### config.mk
export PLATFORM = sky130hd
export DESIGN_NAME = spike_rate_encoder
export DESIGN_NICKNAME = d
export VERILOG_FILES = /design/src/rtl/spike_rate_encoder.sv
export SDC_FILE = /design/constraint.sdc
export NUM_CORES = 1
export LEC_CHECK = 0
export ABC_AREA = 1
export CAP_MARGIN = 5
export CELL_PAD_IN_SITES_DETAIL_PLACEMENT = 2
export CELL_PAD_IN_SITES_GLOBAL_PLACEMENT = 2
export CORE_MARGIN = 2
export CORE_UTILIZATION = 41
export CTS_BUF_LIST = sky130_fd_sc_hd__clkbuf_4
export CTS_CLUSTER_SIZE = 12
export DETAILED_ROUTE_END_ITERATION = 10
export HOLD_SLACK_MARGIN = 0.1
export PLACE_DENSITY_LB_ADDON = 0.1
export SYNTH_ARGS = -nofsm -noshare
export SYNTH_HDL_FRONTEND = slang
export SYNTH_SLANG_ARGS = --single-unit
### constraint.sdc
create_clock -name clk -period 4.25 [get_ports clk]
set_input_delay 0.425 -clock clk [delete_from_list [all_inputs] [get_ports clk]]
set_output_delay 0.425 -clock clk [all_outputs]
set_load 0.005 [all_outputs]
### src/rtl/spike_rate_encoder.sv
// spike_rate_encoder: rate-coded spike train generator with shadowed per-channel rates
// Ports: clk, reset (sync, active-high), enable, load_valid/load_ready/load_ch/load_rate
//        (rate write port), x_out (registered spikes), window_done (end-of-window pulse),
//        running (high while in RUN).
module spike_rate_encoder #(
    parameter int CHANNELS = 4,
    parameter int RATE_W   = 4,
    parameter int CH_W     = 2
) (
    input  logic                clk,
    input  logic                reset,
    input  logic                enable,
    input  logic                load_valid,
    output logic                load_ready,
    input  logic [CH_W-1:0]     load_ch,
    input  logic [RATE_W-1:0]   load_rate,
    output logic [CHANNELS-1:0] x_out,
    output logic                window_done,
    output logic                running
);
    typedef enum logic {IDLE, RUN} state_t;
    state_t state, state_next;
    logic [RATE_W-1:0] shadow [CHANNELS];
    logic [RATE_W-1:0] shadow_next [CHANNELS];
    logic [RATE_W-1:0] active [CHANNELS];
    logic [RATE_W-1:0] acc [CHANNELS];
    logic [RATE_W-1:0] cnt;
    logic              wr;
    logic              wrap;
    // writes to channels beyond CHANNELS are handshaken but discarded
    assign wr      = load_valid && load_ready && (int'(load_ch) < CHANNELS);
    assign wrap    = cnt == '1;
    assign running = state == RUN;
    // shadow including this cycle's write, so a load coinciding with a window
    // boundary or start already reaches the active rates
    always_comb begin
        for (int i = 0; i < CHANNELS; i++)
            shadow_next[i] = (wr && int'(load_ch) == i) ? load_rate : shadow[i];
    end
    always_comb begin
        state_next = enable ? RUN : IDLE;
    end
    always_ff @(posedge clk) begin
        if (reset) state <= IDLE;
        else state <= state_next;
    end
    always_ff @(posedge clk) begin
        if (reset) begin
            load_ready  <= 1'b0;
            cnt         <= '0;
            x_out       <= '0;
            window_done <= 1'b0;
            for (int i = 0; i < CHANNELS; i++) begin
                shadow[i] <= '0;
                active[i] <= '0;
                acc[i]    <= '0;
            end
        end else begin
            load_ready <= 1'b1;
            for (int i = 0; i < CHANNELS; i++) shadow[i] <= shadow_next[i];
            if (running && enable) begin
                // carry out of the phase accumulator is the spike; acc returns to
                // zero by itself at each wrap since 2^RATE_W*r is a multiple of 2^RATE_W
                for (int i = 0; i < CHANNELS; i++)
                    {x_out[i], acc[i]} <= {1'b0, acc[i]} + {1'b0, active[i]};
                cnt         <= cnt + 1'b1;
                window_done <= wrap;
                if (wrap)
                    for (int i = 0; i < CHANNELS; i++) active[i] <= shadow_next[i];
            end else begin
                x_out       <= '0;
                cnt         <= '0;
                window_done <= 1'b0;
                for (int i = 0; i < CHANNELS; i++) begin
                    acc[i] <= '0;
                    if (enable) active[i] <= shadow_next[i];
                end
            end
        end
    end
endmodule

==> run metrics, run 1 <==
status completed; Hold Crit Class flip-flop to flip-flop; drt wl/cell around 14 um; Post-Syn Area per Cell 9.23 um^2; vias in the first global route 2090; GRT Total Usage 17.8%; DRC errors left 0; antenna viol nets, final 0; clock skew just over 0.009 ns; post-synthesis sequential area ratio roughly half; most frequent cell after synthesis nor2_1; Core ar. approximately 0.0063 mm^2; I/O pin count 17; synth unique cells 28; Setup crit end kind flip-flop; Worst setup SP type input pin; # hold bufs at CTS 0; Site Rows 29; # Post-CTS Setup Buffers 0; Leak Pwr 1.34 nW; Mapped Area 0.00267 mm^2; Slowest-stage cell, CP nand2_1; final core utilization around 47%; post-DP HPWL roughly 4400 um; H-tree levels 3; maximum vdd drop 167 uV; max cap viols 0; die width 84.6 um; antenna violations before repair 0; Area Growth Syn to Fin 11.9%; via count 1902; GPL Wtd Cong about 0.72; Post-synth ARST share 0%; Die Height roughly 85 um; setup tns final 0 ns; Sink Count around 60; Max Fclk between 0.5 and 0.6 GHz; Final Hold Viols 0; largest net degree at the start of global routing 21; final cycle utilization of the critical path between 40 and 50%; final WL roughly 5600 um; number of diodes 0; top cell type's share of synthesized area between 30% and 40%; RSZ-0062 raised after global routing no; Synth area leader dfxtp_1; Seq cells post-synth 59; CP top delay family simple AND/OR/NAND/NOR gates; root buf cell clkbuf_4; crit path buf inv count 2; Final min period 1.91 ns; total iterations of the first detailed-routing run 3; Worst EP required between 4 and 5 ns; Max Buffers Root-to-Sink 2; post-CTS resize count 0; Rel. slew slack between 50% and 60%; pwr/cell area ~340 mW/mm^2; ordered list of cells on the worst path clkdlybuf4s50_1 > buf_4 > nor2_4 > nand2_1 > nand2_1; starting density of the core ~42%; top cells by area, synth dfxtp_1 32%, edfxtp_1 18%, ha_1 8.0%, nor2_1 7.5%, nand2_1 6.2%; clock slew at reported path FFs about 0.090 ns; CP Data Arrival Time ~2.0 ns; Yosys Warn Count 0; nets around 340; I/O Buffers 16; TritonCTS clock tree built; final setup fails 0; global route total overflow 0; Inserted Clock Buffers 9; first-pass GRT wire length between 9000 and 10000 um; # fillers about 700; Slew @ Worst Pin between 0.6 and 0.7 ns; Vias per Instance between 4 and 5; Synth Instances a little under 300; layout cell share with drive strength beyond 1 between 10% and 20%; DIE AREA around 0.0072 mm^2; EDFF count, synth 16; DRT iter0 DRCs between 40 and 50; CP most frequent cell nand2_1; crit path max fanout 20; Clock Latency Late Sink 0.40 ns; syn_nets 320; dominant synthesized flop cell dfxtp_1; most frequent cells after synthesis 53 x nor2_1, 44 x nand2_1, 43 x dfxtp_1; Max Slew Vio Count 0; kind of critical path input pin to flip-flop; max incr delay on CP 0.50 ns
==> flip-flops by register name, indices dropped and copies added, names as in the netlist <==
| name | count |
|---|---|
| load_ready | 1 |
| cnt | 4 |
| acc | 16 |
| window_done | 1 |
| active | 16 |
| shadow | 16 |
| running | 1 |
| x_out | 4 |
==> placed cells by master, fill, tap and decap left out, drive strengths merged <==
cell           count
clkinv             6
o21ai             12
dfxtp             43
nor3               2
inv               44
a21oi             12
nand4             10
or2                2
buf                1
xnor2              1
nand2             51
edfxtp            16
fa                 4
clkbuf            11
nand3              8
clkdlybuf4s50     16
nor2              59
ha                17
==> per-stage QoR <==
stage          worst slack (ns)  std cells  total power, mW  hold WS [ns]  area [um^2]
2_1_floorplan              2.91        289            0.677         0.418         2670
6_report                   2.34        392             1.02         0.467         2980
4_1_cts                    2.35        392             1.04         0.468         2980
5_1_grt                    2.18        392             1.08         0.504         2980
3_5_place_dp               1.91        376            0.708         0.444         2880
3_3_place_gp               2.02        376            0.703         0.435         2880
==> cell families after synthesis <==
kind of cell | count (synthesis) | synth area share (%)
AOI/OAI and AO/OA | 24 | 5.63
xor gates and xnor gates | 1 | 0.329
adders and majority gates | 21 | 11.0
buffers and inverters | 52 | 8.45
DFF | 59 | 50.3
and+or+nand+nor | 132 | 24.3
==> layer usage <==
metal / vias to the layer above / global-route usage (%) / part of all wire [%]
li1: 956 / - / -
met2: 22 / 28.1 / 47
met5: - / 0 / 0
met1: 914 / 23.9 / 49
met4: 0 / 8.23 / 2.0
met3: 10 / 3.24 / 2.3
==> report_power, final <==
part / switching [mW] / total (mW) / leakage [nW] / internal [mW]
registers: 0.00901 / 0.604 / 0.518 / 0.595
clock network: 0.201 / 0.327 / 0.0631 / 0.126
logic: 0.0574 / 0.0895 / 0.762 / 0.0321
==> tightest hold or removal path: stages, from the launching register on <==
cell	delay [ns]
dfxtp_1	0.32
inv_1	0.06
a21oi_1	0.05
==> path summary, 6_finish.rpt <==
check,cells after the start,endpoint,startpoint,slack (ns)
min,2,cnt[3],cnt[3],0.47
min reg2reg,2,cnt[3],cnt[3],0.47
max reg2reg,5,active[3][0],cnt[0],2.43
max,5,active[3][0],reset,2.34
==> area by class of cell <==
class                   count  area, um^2  area share (%)
multi-input cells         178        1100            36.9
clock inverters             5        21.3           0.713
repair buffers             17         168            5.62
well taps                  77        96.3            3.23
flip-flops and latches     59        1340            45.0
inverters                  45         174            5.83
clock buffers              11        82.6            2.77
No activity file was read; power rests on OpenSTA's default activity.
==> inputs of run 2 (changes only) <==
CORE_UTILIZATION = 35   (was 41)
clock period = 1.7 ns   (was 4.25 ns; I/O delays follow)
==> run 2 against run 1 <==
Worst setup slack got worse by 2.2 ns. Global-route usage decreased by 1.9 points. Clock power increased to 2.6 times the previous value. Combinational power increased to 2.7 times the previous value. Final cell count increased by 7.7%. Clock skew increased by 0.011 ns. Sequential power increased to 2.5 times the previous value. Worst hold slack got worse by 0.027 ns. Sequential share of layout area decreased by 1.4 points. Count of clock-buffer cells in the layout increased by 1. Non-clock buffer count increased by 8. Register-to-register slack got worse by 2.3 ns.
==> run metrics, run 2 (same netlist as run 1, synthesis figures left out) <==
status completed; Core ar. 0.00733 mm^2 (+16%); die width 91.3 um (+7.8%); Placed Cells 406 (+8.0%); final WL 5810 um (+3.2%); Site Rows 31 (+6.9%); fin worst setup slack 0.110 ns (-2.23 ns); Rel. slew slack 73.3% (+17 points); global route total overflow 0 (unchanged); root buf cell clkbuf_4; I/O Buffers 16 (unchanged); Die Height 91.3 um (+7.8%); DRT iter0 DRCs 56 (+19%); via count 1932 (+1.6%); post-CTS resize count 0 (unchanged); RSZ-0062 raised after global routing no; GPL Wtd Cong 0.764 (+5.4%); layout cell share with drive strength beyond 1 16.7% (+3.1 points); CP top delay family buffers and inverters; Inserted Clock Buffers 9 (unchanged); drt wl/cell 13.8 um (-4.1%); starting density of the core 36.4% (-5.9 points); CP Data Arrival Time 1.42 ns (-0.58 ns); kind of critical path flip-flop to output port; Final Hold Viols 0 (unchanged); Sink Count 59 (unchanged); maximum vdd drop 328 uV (+97%); Max Fclk between 0.6 and 0.7 GHz; Worst setup SP type flip-flop; most frequent cells in the layout 53 x nor2_1, 44 x nand2_1, 43 x dfxtp_1; vias in the first global route 2175 (+4.1%); max cap viols 0 (unchanged); nets 349 (+2.3%); crit path buf inv count 1 (-1); fin area 0.00308 mm^2 (+3.1%); TritonCTS clock tree built; pre-CTS setup slack 0.00566 ns (-1.91 ns); number of diodes 0 (unchanged); ordered list of cells on the worst path clkdlybuf4s50_1; pwr/cell area 839 mW/mm^2 (+150%); dpl cell area 0.00297 mm^2 (+3.0%); H-tree levels 3 (unchanged); commonest non-fill, non-tap cell in the layout nor2_1; final cycle utilization of the critical path 93.5%; Setup crit end kind output port; I/O pin count 17 (unchanged); Slew @ Worst Pin 0.399 ns (-0.261 ns); Slowest-stage cell, CP clkdlybuf4s50_1; # hold bufs at CTS 0 (unchanged); crit path max fanout 4 (-80%); Hold Crit Class input pin to flip-flop; antenna violations before repair 0 (unchanged); GRT Total Usage 15.9% (-1.9 points); non-filler instance count after layout 422 (+7.7%); clock slew at reported path FFs 0.09 ns (about the same); DIE AREA 0.00833 mm^2 (+16%); largest net degree at the start of global routing 20 (-4.8%); Max Slew Vio Count 0 (unchanged); setup tns final 0 ns (unchanged); total iterations of the first detailed-routing run 4 (+1); max incr delay on CP 0.55 ns (+0.05 ns); DRC errors left 0 (unchanged); R2R Setup Slk 0.17 ns (-2.26 ns); Final min period about 1.6 ns; clock skew 0.0200 ns (+0.0109 ns); final setup fails 0 (unchanged); biggest regs acc (16), active (16), shadow (16); # fillers 811 (+16%); Leak Pwr 1.39 nW (+3.3%); Vias per Instance 4.58 (-5.6%); Clock Latency Late Sink 0.40 ns (about the same); antenna viol nets, final 0 (unchanged); first-pass GRT wire length 10100 um (+2.1%); Max Buffers Root-to-Sink 2 (unchanged); # Post-CTS Setup Buffers 0 (unchanged); Area Growth Syn to Fin 15.4%; Worst EP required 1.53 ns (-2.81 ns); post-DP HPWL 4530 um (+2.2%)
[run 2: changes by cell type in the layout (fill, tap and decap cells not counted)]
cell / before / now
buf_4: 1 / 9
clkinv_1: 3 / 0
clkbuf_4: 11 / 12
clkinv_2: 2 / 4
[run 2: final timing paths]
check | start | end | cells after the start
setup reg to reg | active[2][0] | x_out[2] | 6
setup / recovery | load_ready | load_ready | 1
hold / removal | enable | running | 3
hold reg to reg | cnt[0] | cnt[0] | 1
[run 2: area by class of cell]
class                      instances  area (um^2)  share of cell area [%]
inverter                          45          174                    5.65
clock buffer                      12         90.1                    2.93
tap                               99          124                    4.03
timing repair buffer              25          228                    7.40
multi-input combinational        178         1100                    35.7
clock inverter                     4         20.0                   0.651
sequential                        59         1340                    43.6
[run 2: power breakdown]
part           switching [mW]  total [mW]  internal (mW)
Clock                   0.493       0.834          0.341
Combinational           0.147       0.239         0.0923
Sequential             0.0223        1.51           1.49
[run 2: metal layers]
layer  global-route usage [%]  share of wire (%)
met5                        0                  0
met4                     4.92               0.91
met3                     5.48                2.8
met2                     28.4                 51
met1                     17.7                 45
[run 2: metrics by stage]
step	hold slack, ns	total power, mW	util (%)
floorplan	0.314	1.69	-
global placement	0.433	1.77	40.5
detailed placement	0.439	1.79	40.5
CTS	0.420	2.65	42.0
global route	0.427	2.74	42.0
finish	0.439	2.58	42.0
